[config.mk]
export PLATFORM = sky130hd
export DESIGN_NAME = glitc_clock_controller
export DESIGN_NICKNAME = d
export VERILOG_FILES = /design/src/rtl/glitc_clock_controller.sv
export SDC_FILE = /design/constraint.sdc
export NUM_CORES = 1
export LEC_CHECK = 0
export CORE_MARGIN = 3
export CORE_UTILIZATION = 25
export DETAILED_ROUTE_END_ITERATION = 6
export GPL_TIMING_DRIVEN = 0
export PLACE_DENSITY_LB_ADDON = 0.3
export SYNTH_ARGS = -nofsm -noshare
export SYNTH_HDL_FRONTEND = slang
export SYNTH_SLANG_ARGS = --single-unit
[constraint.sdc]
create_clock -name clk_i -period 2.4 [get_ports clk_i]
set_input_delay 0.24 -clock clk_i [delete_from_list [all_inputs] [get_ports clk_i]]
set_output_delay 0.24 -clock clk_i [all_outputs]
set_load 0.1 [all_outputs]
[src/rtl/glitc_clock_controller.sv]
// GLITC clock controller: sequences MMCM reset, source and powerdown selection,
// supervises lock with auto-relock, and runs multi-step PSEN/PSDONE phase shifts.
module glitc_clock_controller #(
  parameter int RST_CYCLES     = 64,
  parameter int LOCK_TIMEOUT   = 2**20,
  parameter int PSDONE_TIMEOUT = 64,
  parameter int MAX_RETRIES    = 3,
  parameter int PS_CNT_W       = 8,
  parameter int PS_POS_W       = 16
) (
  input  logic                clk_i,
  input  logic                rst_n_i,
  input  logic                mult_sel_i,
  input  logic                mult_pwrdwn_i,
  input  logic                reset_req_i,
  input  logic                ps_req_i,
  input  logic                ps_dir_i,
  input  logic [PS_CNT_W-1:0] ps_count_i,
  input  logic                err_clr_i,
  output logic [2:0]          ctrl_o,
  input  logic [1:0]          status_i,
  output logic [7:0]          phase_ctrl_o,
  input  logic [7:0]          phase_ctrl_i,
  output logic                locked_o,
  output logic                busy_o,
  output logic [PS_POS_W-1:0] ps_pos_o,
  output logic [7:0]          lock_loss_cnt_o,
  output logic [2:0]          err_o
);

  localparam int MAX_WAIT_A = (LOCK_TIMEOUT > RST_CYCLES) ? LOCK_TIMEOUT : RST_CYCLES;
  localparam int MAX_WAIT   = (MAX_WAIT_A > PSDONE_TIMEOUT) ? MAX_WAIT_A : PSDONE_TIMEOUT;
  localparam int CNT_W      = $clog2(MAX_WAIT + 1);
  localparam int RTY_W      = $clog2(MAX_RETRIES + 1);

  typedef enum logic [2:0] {
    ST_RESET_HOLD = 3'd0,
    ST_WAIT_LOCK  = 3'd1,
    ST_LOCKED     = 3'd2,
    ST_PS_STEP    = 3'd3,
    ST_PS_WAIT    = 3'd4,
    ST_FAULT      = 3'd5
  } state_t;

  state_t              state_r, state_s;
  logic [1:0]          status_meta_r, status_sync_r;
  logic [1:0]          cfg_r, cfg_s;
  logic [CNT_W-1:0]    cnt_r, cnt_s;
  logic [RTY_W-1:0]    retry_r, retry_s, retry_inc_s;
  logic [PS_CNT_W-1:0] rem_r, rem_s;
  logic                dir_r, dir_s;
  logic [PS_POS_W-1:0] pos_r, pos_s;
  logic [7:0]          loss_r;
  logic [2:0]          err_r, err_set_s;
  logic                rst_r, locked_r, busy_r, psen_r, psincdec_r;
  logic                sel_eff_s, cfg_change_s, lock_ok_s, lock_lost_s;
  logic                in_lock_state_s, ps_accept_s, psdone_s, loss_inc_s;
  logic                phase_ctrl_unused_s;

  assign sel_eff_s       = mult_sel_i & ~mult_pwrdwn_i;
  assign cfg_s           = {sel_eff_s, mult_pwrdwn_i};
  assign cfg_change_s    = (cfg_s != cfg_r);
  // Multiplier lock only matters when the multiplier actually feeds the MMCM
  assign lock_ok_s       = status_sync_r[0] & (~cfg_r[1] | status_sync_r[1]);
  assign in_lock_state_s = (state_r == ST_LOCKED) || (state_r == ST_PS_STEP) ||
                           (state_r == ST_PS_WAIT);
  assign lock_lost_s     = in_lock_state_s & ~lock_ok_s;
  assign ps_accept_s     = (state_r == ST_LOCKED) & ~cfg_change_s & ~lock_lost_s;
  assign psdone_s        = phase_ctrl_i[0];
  assign retry_inc_s     = retry_r + RTY_W'(1);
  assign phase_ctrl_unused_s = ^phase_ctrl_i[7:1];

  // Two-flop synchronizer for the generator's asynchronous lock flags
  always_ff @(posedge clk_i or negedge rst_n_i) begin
    if (!rst_n_i) begin
      status_meta_r <= 2'b00;
      status_sync_r <= 2'b00;
    end else begin
      status_meta_r <= status_i;
      status_sync_r <= status_meta_r;
    end
  end

  // Next-state, sequencing counters and error/event strobes
  always_comb begin
    state_s    = state_r;
    cnt_s      = cnt_r + CNT_W'(1);
    retry_s    = retry_r;
    rem_s      = rem_r;
    dir_s      = dir_r;
    pos_s      = pos_r;
    loss_inc_s = 1'b0;
    err_set_s  = 3'b000;
    // A dropped request is an error unless an explicit reset request took the cycle
    err_set_s[2] = ps_req_i & ~reset_req_i & ~ps_accept_s;

    if (reset_req_i || cfg_change_s) begin
      state_s = ST_RESET_HOLD;
      cnt_s   = {CNT_W{1'b0}};
      retry_s = {RTY_W{1'b0}};
    end else if (lock_lost_s) begin
      state_s    = ST_RESET_HOLD;
      cnt_s      = {CNT_W{1'b0}};
      loss_inc_s = 1'b1;
    end else begin
      case (state_r)
        ST_RESET_HOLD: begin
          if (cnt_r == CNT_W'(RST_CYCLES - 1)) begin
            state_s = ST_WAIT_LOCK;
            cnt_s   = {CNT_W{1'b0}};
          end else begin
            state_s = ST_RESET_HOLD;
          end
        end
        ST_WAIT_LOCK: begin
          if (lock_ok_s) begin
            state_s = ST_LOCKED;
            retry_s = {RTY_W{1'b0}};
            cnt_s   = {CNT_W{1'b0}};
          end else if (cnt_r == CNT_W'(LOCK_TIMEOUT - 1)) begin
            err_set_s[0] = 1'b1;
            cnt_s        = {CNT_W{1'b0}};
            retry_s      = retry_inc_s;
            if (retry_inc_s >= RTY_W'(MAX_RETRIES)) begin
              state_s = ST_FAULT;
            end else begin
              state_s = ST_RESET_HOLD;
            end
          end else begin
            state_s = ST_WAIT_LOCK;
          end
        end
        ST_LOCKED: begin
          cnt_s = {CNT_W{1'b0}};
          if (ps_req_i && (ps_count_i != PS_CNT_W'(0))) begin
            state_s = ST_PS_STEP;
            rem_s   = ps_count_i;
            dir_s   = ps_dir_i;
          end else begin
            state_s = ST_LOCKED;
          end
        end
        ST_PS_STEP: begin
          state_s = ST_PS_WAIT;
          cnt_s   = {CNT_W{1'b0}};
        end
        ST_PS_WAIT: begin
          if (psdone_s) begin
            pos_s = dir_r ? (pos_r + PS_POS_W'(1)) : (pos_r - PS_POS_W'(1));
            rem_s = rem_r - PS_CNT_W'(1);
            cnt_s = {CNT_W{1'b0}};
            if (rem_r == PS_CNT_W'(1)) begin
              state_s = ST_LOCKED;
            end else begin
              state_s = ST_PS_STEP;
            end
          end else if (cnt_r == CNT_W'(PSDONE_TIMEOUT - 1)) begin
            err_set_s[1] = 1'b1;
            state_s      = ST_RESET_HOLD;
            cnt_s        = {CNT_W{1'b0}};
          end else begin
            state_s = ST_PS_WAIT;
          end
        end
        ST_FAULT: begin
          state_s = ST_FAULT;
          cnt_s   = {CNT_W{1'b0}};
        end
        default: begin
          state_s = ST_RESET_HOLD;
          cnt_s   = {CNT_W{1'b0}};
        end
      endcase
    end
  end

  // State register; outputs are registered from the next state so they align with it
  always_ff @(posedge clk_i or negedge rst_n_i) begin
    if (!rst_n_i) begin
      state_r    <= ST_RESET_HOLD;
      cfg_r      <= 2'b00;
      cnt_r      <= {CNT_W{1'b0}};
      retry_r    <= {RTY_W{1'b0}};
      rem_r      <= {PS_CNT_W{1'b0}};
      dir_r      <= 1'b0;
      pos_r      <= {PS_POS_W{1'b0}};
      rst_r      <= 1'b1;
      locked_r   <= 1'b0;
      busy_r     <= 1'b1;
      psen_r     <= 1'b0;
      psincdec_r <= 1'b0;
    end else begin
      state_r    <= state_s;
      cfg_r      <= cfg_s;
      cnt_r      <= cnt_s;
      retry_r    <= retry_s;
      rem_r      <= rem_s;
      dir_r      <= dir_s;
      pos_r      <= (state_s == ST_RESET_HOLD) ? {PS_POS_W{1'b0}} : pos_s;
      rst_r      <= (state_s == ST_RESET_HOLD) || (state_s == ST_FAULT);
      locked_r   <= (state_s == ST_LOCKED) || (state_s == ST_PS_STEP) ||
                    (state_s == ST_PS_WAIT);
      busy_r     <= (state_s == ST_RESET_HOLD) || (state_s == ST_WAIT_LOCK) ||
                    (state_s == ST_PS_STEP) || (state_s == ST_PS_WAIT);
      psen_r     <= (state_s == ST_PS_STEP);
      psincdec_r <= ((state_s == ST_PS_STEP) || (state_s == ST_PS_WAIT)) & dir_s;
    end
  end

  // Sticky error flags and saturating lock-loss counter; a new event beats a clear
  always_ff @(posedge clk_i or negedge rst_n_i) begin
    if (!rst_n_i) begin
      err_r  <= 3'b000;
      loss_r <= 8'h00;
    end else begin
      err_r <= (err_r & ~{3{err_clr_i}}) | err_set_s;
      if (loss_inc_s && (loss_r != 8'hFF)) begin
        loss_r <= loss_r + 8'd1;
      end else begin
        loss_r <= loss_r;
      end
    end
  end

  assign ctrl_o          = {cfg_r, rst_r};
  assign phase_ctrl_o    = {6'b000000, psincdec_r, psen_r};
  assign locked_o        = locked_r;
  assign busy_o          = busy_r;
  assign ps_pos_o        = pos_r;
  assign lock_loss_cnt_o = loss_r;
  assign err_o           = err_r;

endmodule

==> results of run 1 <==
==> final cells by class <==
| cell class | instances | area [um2] |
|---|---|---|
| Timing Repair Buffer | 69 | 672 |
| Clock buffer | 11 | 243 |
| Buffer | 19 | 128 |
| Sequential cell | 73 | 1850 |
| Multi-Input combinational cell | 341 | 2360 |
| Clock inverter | 5 | 104 |
| Fill cell | 1637 | 10400 |
| Inverter | 25 | 101 |
| Tap cell | 216 | 270 |
==> worst max-delay path: cells and delay by family (launching register included) <==
kind                     cells  cell delay (ps)
flip-flops                   1              450
AO/OA/AOI/OAI                6             1050
buffers and inverters        1              170
adder cells (fa/ha/maj)      1              400
AND/OR/NAND/NOR              1              130
==> sequential cells by signal, summed over array words and instances, names as in the netlist, 3 cells and up <==
| signal | count |
|---|---|
| cnt_r | 21 |
| err_o | 3 |
| lock_loss_cnt_o | 8 |
| ps_pos_o | 16 |
| rem_r | 8 |
| state_r | 3 |
==> Yosys cell counts, types with 3 or more instances <==
cell type   n  share of area, %
buf_4      11               2.0
and3_1      8               1.2
o21ai_0    24               2.8
nor4_1      8               1.2
a31oi_1     3              0.45
nand2_1    42               3.7
o2bb2ai_1   3              0.62
clkbuf_1    4              0.36
nand2b_1    6              0.89
o31ai_1     3              0.53
nor3_1      9               1.1
o211ai_1    5              0.89
ha_1       19               5.6
nor2b_1     4              0.59
buf_2       3              0.36
xor2_1     20               4.2
and4_1      3              0.62
inv_1      25               2.2
or3_1       4              0.59
nor2_1     50               4.5
o21ai_1     4              0.47
dfrtp_1    71                42
nand4_1     9               1.3
a32o_1      4              0.95
or2_2       4              0.59
xnor2_1    15               3.1
a21oi_1    21               2.5
o21a_1      6               1.1
nand3_1    21               2.5
and2_1      5              0.74
o22ai_1     3              0.45
==> stage by stage <==
step | setup slack (ps) | setup TNS [ps]
global placement | -2140 | -135370
global route | -44.9 | -173
CTS | -15.8 | -29.7
floorplan | -79.8 | -79.8
finish | 76.3 | 0
detailed placement | -536 | -16970
==> metal layers <==
metal	track usage, %	part of all wire [%]	wire [um]
met5	0	0	0
met1	14.7	46	4810
met4	4.14	1.5	159
met3	2.78	4.4	462
met2	19.0	48	5120
==> power by group <==
group          total, mW  switching (mW)  leakage [nW]  internal, mW
clock network       1.56           0.516         0.170          1.04
registers           1.25         0.00650         0.969          1.24
logic              0.224           0.150          1.25        0.0746
total               3.03           0.673          2.39          2.36
==> worst max path at each step <==
| stage | startpoint | to | slack (ps) | depth (start not counted) |
|---|---|---|---|---|
| after CTS | cnt_r[0] | ps_pos_o[9] | -20 | 10 |
| after detailed placement | mult_pwrdwn_i | ps_pos_o[10] | -540 | 9 |
| after floorplan | ps_pos_o[5] | ps_pos_o[12] | -80 | 8 |
| after global placement | rst_n_i | ps_pos_o[2] | -2140 | 1 |
| final | dir_r | ps_pos_o[8] | 80 | 9 |
| after global routing | mult_pwrdwn_i | ps_pos_o[14] | -40 | 9 |
==> cell families after synthesis <==
group                      synth area share, %
adders and majority gates                 6.11
muxes                                    0.505
AOI/OAI and AO/OA                         17.2
buffers and inverters                     5.16
and+or+nand+nor                           20.3
DFF                                       43.4
other                                   0.0890
xor gates and xnor gates                  7.27
==> timing repair <==
action,CTS,global route
gates cloned,0,1
resized for setup,14,29
setup endpoints to repair,41,48
hold buffers,1,0
setup buffers,3,11
pin swaps,2,6
hold endpoints to repair,12,0
==> metrics, run 1 <==
Clock Path Buffers 2; initial drt markers 172; Post-synth EDFFs 0; total power 3.03 mW; final hold viol count 0; Rows 46; CTS tree done; R2R Setup Slk between 70 and 80 ps; Post-synth top flop dfrtp_1; worst min path class in -> async; arrival time worst endpoint approximately 2500 ps; FFs w/ async S/R, synth 100%; Area growth, synth to finish 36.0%; CTS H-tree depth 3; Final ANT Viol Nets 0; num ports between 60 and 70; setup violators final 0; slowest CP cell dfrtp_2; yosys warns 0; first-pass GRT wire length approximately 17 mm; routed vias/inst roughly 4.8; Detailed Place HPWL 7.47 mm; pin slew with the least headroom to its limit between 900 and 1000 ps; post-route cell area between 0.005 and 0.006 mm2; reg2reg end ps_pos_o[8]; post-synthesis sequential area ratio around 43%; Util after Layout 35.4%; antenna violations before repair 0; Rel. slew slack 34.1%; commonest non-fill, non-tap cell in the layout dfrtp_1; outcome finished, final reports clean; Clock Sinks 73; Startpoint Class flop; most frequent cells in the layout dfrtp_1, clkdlybuf4s50_1, nor2_1, nand2_1, buf_4; reg2reg start dir_r; core area 0.0162 mm2; WL final 10.6 mm; pin count of the biggest net entering global routing 62; GRT Residual Overflow 0; final slew viol count 0; fraction of layout instances using a drive strength above 1 18.0%; Nets about 580; cts bufs inserted 9; fmax 430 MHz; crit-path most repeated cell o21a_1; Worst Setup Path Type reg -> reg; Cell Chain, Critical Path buf_4, fa_1, nor2b_1, o21a_1, o21bai_1, a21boi_1, o21a_1, o21ai_0, a32o_1; placed cell area around 0.0051 mm2; maxcap violations 0; die height 136 um; Reg clk slew, reported paths approximately 60 ps; Pwr Density about 530 mW/mm2; WP data required 2620 ps; vias in the first global route between 3000 and 4000; fin crit period 2320 ps; gr usage total between 10% and 20%; worst-path fanout max 5; die footprint roughly 0.018 mm2; Pleak 2.39 nW; DR vias ~3600; #FFs+latches synth 73; worst-case reg-to-reg path depth 9; Cells after Synth ~450; average size of a mapped cell 9.31 um2; DP Cell Count 727; Non-Filler Instances roughly 760; DIE WIDTH between 100 and 150 um; Clock Latency Late Sink ~330 ps; fin crit share 96.8%; RSZ-0062 raised after global routing true; IO Port Bufs 52; Clock Skew 7.32 ps; Final GP Congestion 0.833; Worst VDD drop 0.000348 V; wire length per cell roughly 14 um; clock root buffer clkbuf_16; antenna fix cells 0; CP peak stage delay 450 ps; worst hold slack 298 ps; synthesized cell area between 0.004 and 0.005 mm2; Initial DRT Pass Iterations 4; CP endpoint kind flop; Initial Util 26.1%; DR DRC count 0; Netlist cell types 60
Note: power is estimated with default switching activity, not from simulation.
==> run 2: changes to the inputs <==
--- a/config.mk
+++ b/config.mk
@@ -5,6 +5,7 @@
 export SDC_FILE = /design/constraint.sdc
 export NUM_CORES = 1
 export LEC_CHECK = 0
+export ABC_CLOCK_PERIOD_IN_PS = 2400
 export CORE_MARGIN = 3
 export CORE_UTILIZATION = 25
 export DETAILED_ROUTE_END_ITERATION = 6
==> results of run 2 <==
Same layout as run 1: the final DEF is identical, and so are final timing and power.
